==> config.mk <==
export PLATFORM = sky130hd
export DESIGN_NAME = seg_display_scheduler
export DESIGN_NICKNAME = d
export VERILOG_FILES = /design/src/rtl/seg_display_scheduler.sv
export SDC_FILE = /design/constraint.sdc
export NUM_CORES = 1
export LEC_CHECK = 0
export CAP_MARGIN = 20
export CORE_MARGIN = 2
export CORE_UTILIZATION = 40
export DETAILED_ROUTE_END_ITERATION = 10
export PLACE_DENSITY = 0.69
export SYNTH_ARGS = -nofsm -noshare
export SYNTH_HDL_FRONTEND = slang
export SYNTH_SLANG_ARGS = --single-unit
==> constraint.sdc <==
create_clock -name clk -period 6 [get_ports clk]
set_clock_uncertainty 0.05 [all_clocks]
set_input_delay 1.2 -clock clk [delete_from_list [all_inputs] [get_ports clk]]
set_output_delay 1.2 -clock clk [all_outputs]
set_load 0.03 [all_outputs]
==> src/rtl/seg_display_scheduler.sv <==
// seg_display_scheduler: digit-scan timing, two-source display arbiter with
// frame-aligned switching and minimum hold, plus per-slot segment blanking.
// Optional feature macro: SEG_SCHED_BLANK_EN (defined -> blank the first
// BLANK_CYC cycles of every slot; undefined -> no per-slot blanking).
module seg_display_scheduler #(
  parameter int unsigned SCAN_DIV    = 50000,
  parameter int unsigned BLANK_CYC   = 16,
  parameter int unsigned HOLD_FRAMES = 4
) (
  input  logic        clk,
  input  logic        rst_n,
  input  logic        req_a,
  input  logic [15:0] data_a,
  input  logic        req_b,
  input  logic [15:0] data_b,
  output logic        gnt_a,
  output logic        gnt_b,
  output logic [3:0]  anodes,
  output logic [6:0]  segments,
  output logic        frame_done
);

  localparam int unsigned PRE_W  = $clog2(SCAN_DIV);
  localparam int unsigned HOLD_W = (HOLD_FRAMES > 1) ? $clog2(HOLD_FRAMES) : 1;
  localparam logic [PRE_W-1:0]  PRE_MAX   = PRE_W'(SCAN_DIV - 1);
  localparam logic [PRE_W-1:0]  BLANK_END = PRE_W'(BLANK_CYC);
  localparam logic [HOLD_W-1:0] HOLD_MAX  = HOLD_W'(HOLD_FRAMES - 1);

`ifdef SEG_SCHED_BLANK_EN
  localparam bit BLANK_ON = 1'b1;
`else
  localparam bit BLANK_ON = 1'b0;
`endif

  typedef enum logic [1:0] {
    IDLE  = 2'd0,
    OWN_A = 2'd1,
    OWN_B = 2'd2
  } state_t;

  state_t              state, state_nxt;
  logic [HOLD_W-1:0]   hold, hold_nxt;
  logic                last_a, last_a_nxt;  // 1: A was granted most recently
  logic [PRE_W-1:0]    pre, pre_nxt;
  logic [1:0]          dig, dig_nxt;
  logic [15:0]         snap, snap_nxt;
  logic [3:0]          nib_nxt;
  logic                slot_tick, frame_end, blank;
  logic [6:0]          seg_nxt;

  // Hex nibble to active-high segments, bit0 = a ... bit6 = g.
  function automatic logic [6:0] data_to_seg(input logic [3:0] nib);
    case (nib)
      4'h0: data_to_seg = 7'h3F;
      4'h1: data_to_seg = 7'h06;
      4'h2: data_to_seg = 7'h5B;
      4'h3: data_to_seg = 7'h4F;
      4'h4: data_to_seg = 7'h66;
      4'h5: data_to_seg = 7'h6D;
      4'h6: data_to_seg = 7'h7D;
      4'h7: data_to_seg = 7'h07;
      4'h8: data_to_seg = 7'h7F;
      4'h9: data_to_seg = 7'h6F;
      4'hA: data_to_seg = 7'h77;
      4'hB: data_to_seg = 7'h7C;
      4'hC: data_to_seg = 7'h39;
      4'hD: data_to_seg = 7'h5E;
      4'hE: data_to_seg = 7'h79;
      default: data_to_seg = 7'h71;
    endcase
  endfunction

  assign slot_tick = (pre == PRE_MAX);
  assign frame_end = slot_tick && (dig == 2'd3);

  // Prescaler and digit index advance.
  always_comb begin
    pre_nxt = slot_tick ? '0 : pre + PRE_W'(1);
    dig_nxt = slot_tick ? dig + 2'd1 : dig;
  end

  // Arbiter next state, evaluated only at the frame boundary.
  always_comb begin
    state_nxt  = state;
    hold_nxt   = hold;
    last_a_nxt = last_a;
    if (frame_end) begin
      case (state)
        IDLE: begin
          if (req_a && (!req_b || !last_a)) state_nxt = OWN_A;
          else if (req_b)                   state_nxt = OWN_B;
        end
        OWN_A: begin
          if (!req_a)                           state_nxt = req_b ? OWN_B : IDLE;
          else if (req_b && (hold == HOLD_MAX)) state_nxt = OWN_B;
          else if (hold != HOLD_MAX)            hold_nxt  = hold + HOLD_W'(1);
        end
        OWN_B: begin
          if (!req_b)                           state_nxt = req_a ? OWN_A : IDLE;
          else if (req_a && (hold == HOLD_MAX)) state_nxt = OWN_A;
          else if (hold != HOLD_MAX)            hold_nxt  = hold + HOLD_W'(1);
        end
        default: state_nxt = IDLE;
      endcase
      if (state_nxt != state) hold_nxt = '0;
      if (state_nxt == OWN_A) last_a_nxt = 1'b1;
      if (state_nxt == OWN_B) last_a_nxt = 1'b0;
    end
  end

  // Arbiter state register.
  always_ff @(posedge clk or negedge rst_n) begin
    if (!rst_n) begin
      state  <= IDLE;
      hold   <= '0;
      last_a <= 1'b0;
    end else begin
      state  <= state_nxt;
      hold   <= hold_nxt;
      last_a <= last_a_nxt;
    end
  end

  // Frame snapshot and segment value for the upcoming cycle.
  always_comb begin
    snap_nxt = snap;
    if (frame_end) begin
      case (state_nxt)
        OWN_A:   snap_nxt = data_a;
        OWN_B:   snap_nxt = data_b;
        default: snap_nxt = '0;
      endcase
    end
    nib_nxt = snap_nxt[{dig_nxt, 2'b00} +: 4];
    blank   = BLANK_ON && (pre_nxt < BLANK_END);
    seg_nxt = ((state_nxt == IDLE) || blank) ? 7'h00 : data_to_seg(nib_nxt);
  end

  // Scan counters, snapshot and registered outputs.
  always_ff @(posedge clk or negedge rst_n) begin
    if (!rst_n) begin
      pre        <= '0;
      dig        <= '0;
      snap       <= '0;
      anodes     <= 4'b0001;
      segments   <= 7'h00;
      gnt_a      <= 1'b0;
      gnt_b      <= 1'b0;
      frame_done <= 1'b0;
    end else begin
      pre        <= pre_nxt;
      dig        <= dig_nxt;
      snap       <= snap_nxt;
      anodes     <= 4'b0001 << dig_nxt;
      segments   <= seg_nxt;
      gnt_a      <= (state_nxt == OWN_A);
      gnt_b      <= (state_nxt == OWN_B);
      frame_done <= (pre_nxt == PRE_MAX) && (dig_nxt == 2'd3);
    end
  end

endmodule

==> metrics.cfg <==
[run_status]
status = finished, final reports clean

[sta]
relSlewSlack = 0.551
final.period_utilization = 0.769
max_freq_mhz = 217
min_period_ns = 4.61
finalSetupTns_ns = 0
rsz0062_at_grt = no
finalHoldViolCount = 0
worst_pin_slew_ns = 0.674
slew_violations = 0
setup_viol = 0

[synthesis]
synth_edf_count = 0
synth_cells = 292
synth.most_common_cell = dfrtp_1
syn_nets = 341
synth_area_leaders = dfrtp_1 43%, ha_1 5.3%, mux2_2 5.2%
ys_ff_latch = 53
ys.warnings.count = 0
yosysUniqueCellTypes = 50
yosysTopAreaCell = dfrtp_1
avgSynthCellArea_um2 = 10.5
synthTopCellsByCount = 52 x dfrtp_1, 24 x nand2_1, 22 x inv_1
async_flop_share = 1.00
synth_flop_cell = dfrtp_1
synth_area_um2 = 3060
seq_area_frac_synth = 0.434
netlist.area_leader.share = 0.426

[setup_path]
r2r-end = segments[6]
crit_fanout = 17
worst_ep_required_time_ns = 6.17
critPathKind = register to register
rrSetupSlack_ns = 1.39
crit_start = pre[4]
crit_path_max_incr_delay_ns = 0.59
cp.arrival_ns = 4.79
start_kind = register
worstSetupEndpointType = register
cpMostUsedCell = nand2_1
crit_chain = or4b_4 > nor4_4 > nand2_1 > nand2_1 > o21a_1 > inv_1 > ha_1 > a22oi_1 > nor2b_1 > mux2_2 > mux2_1 > o21ai_2 > mux2_4 > a221oi_2
r2r_cells = 14
rr_startpoint = pre[4]
slowest_stage = or4b_4
crit_end = segments[6]

[placement]
portBuffers = 49
dp_hpwl_um = 4630
gp_congestion = 0.769
placed_area_um2 = 3630

[layout]
diodes = 0
nets = 388
fillers = 657
drive_gt1_frac = 0.121
multi_input_area_um2 = 1580
syn_to_final_growth_pct = 21.9
seq_area_um2 = 1330
design_area_um2 = 3720

[job]
max_cap_viol_count = 0

[routing]
ant_nets = 0
drt-total-wl_um = 6270
avgRoutedWirePerCell_um = 14.3
vias_per_cell = 5.15
vias = 2259
drt_iter0_drc = 110
drc = 0
drtPass1Iterations = 4

[global_routing]
overflow = 0
met1_usage = 0.200
grt_pass1_vias = 2325
grt-busiest-layer = met2
grt_pass1_wl_um = 10900
met2_usage = 0.283
antenna_found_initial = 0
grt_start_max_net_pins = 54
track_usage = 0.159
grt_use_met3 = 0.0274

[power]
p_per_area_nw_per_um2 = 159
p_leak_uw = 0.00160
peakVddDrop_uv = 75.1

[clocking]
cts.clk_slew.worst_paths_ns = 0.10
post_cts_buffers = 0
cts_hold_buf = 0
cts_tree = done
cts_resized = 0
ctsHtreeMaxLevel = 2
clk_latency_ns = 0.31
cts_root_buffer = clkbuf_8
cts_buffers = 5
clk_path_buf_depth = 2
cts.sinks = 53

[die]
die-area_um2 = 8350
fp.dieW_um = 91.4
core_area_um2 = 7330
num_rows = 31
ios = 50
initial_core_util = 0.417
die_y_um = 91.4

[hold_path]
hold_class = register to register

## kinds of logic (layout without fill, tap and decap cells)
group	Yosys count	after routing	share of synthesized area
AND/OR/NAND/NOR	97	97	0.173
adder cells (fa/ha/maj)	13	13	0.0532
multiplexers	36	36	0.138
XOR/XNOR	14	14	0.0426
AO/OA/AOI/OAI	43	43	0.111
buffers and inverters	36	84	0.0479
flip-flops	53	53	0.434
## worst min-delay path by stage
stage / startpoint / end / slack (ns) / cells after the start
3_5_place_dp: snap[1] / snap[1] / 0.42 / 2
6_report: pre[0] / pre[0] / 0.44 / 1
5_1_grt: snap[3] / snap[3] / 0.47 / 1
2_1_floorplan: snap[1] / snap[1] / 0.40 / 2
3_3_place_gp: snap[1] / snap[1] / 0.41 / 2
4_1_cts: pre[0] / pre[0] / 0.45 / 1
## worst max-delay path, delay by kind of cell, from the launching register on
family,cells,cell delay (ns)
mux,3,0.92
buf+inv,1,0.07
compound gates,4,1.24
fa+ha+maj,1,0.38
flops,1,0.45
simple gates,5,1.43
## per-layer routing
metal | share of wire | wire, um
met1 | 0.45 | 2840
met2 | 0.50 | 3160
met4 | 0.0059 | 37
met5 | 0 | 0
met3 | 0.037 | 231
## layout by cell type (no fill, tap or decap), types with 7 or more instances in the layout
cell type,count
mux2i_1,15
a22o_1,9
nand2_1,24
clkdlybuf4s50_1,48
xor2_1,8
nand3_1,15
nor2_1,20
inv_1,22
mux2_2,14
dfrtp_1,52
nor2b_1,10
o21ai_0,7
ha_1,13
a22oi_1,9
## state kept, by name, indices dropped and copies added, names as in the netlist
name	count
dig	2
pre	16
anodes	4
snap	16
state	2
gnt_b	1
last_a	1
hold	2
gnt_a	1
segments	7
frame_done	1
## metrics by stage
step | total power [uW] | instances | hold WS [ns] | setup WS [ns] | utilization
after floorplan | 365 | 292 | 0.395 | 1.82 | -
after global placement | 397 | 430 | 0.414 | 1.23 | 0.495
after global routing | 615 | 439 | 0.472 | 1.04 | 0.508
after detailed placement | 397 | 430 | 0.422 | 1.13 | 0.495
after CTS | 601 | 438 | 0.446 | 1.35 | 0.506
final | 592 | 439 | 0.440 | 1.39 | 0.508
## power breakdown
group | internal, uW | total [uW] | switching (uW)
Combinational | 20.3 | 32.2 | 11.9
Clock | 83.5 | 203 | 119
Sequential | 357 | 357 | 0
## layout make-up
class,instances,share of cell area
clock buffer,6,0.0195
inverter,24,0.0249
sequential,53,0.357
timing repair buffer,52,0.137
tap,99,0.0333
multi-input combinational,203,0.425
clock inverter,2,0.00370
No activity file was read; power rests on OpenSTA's default activity.
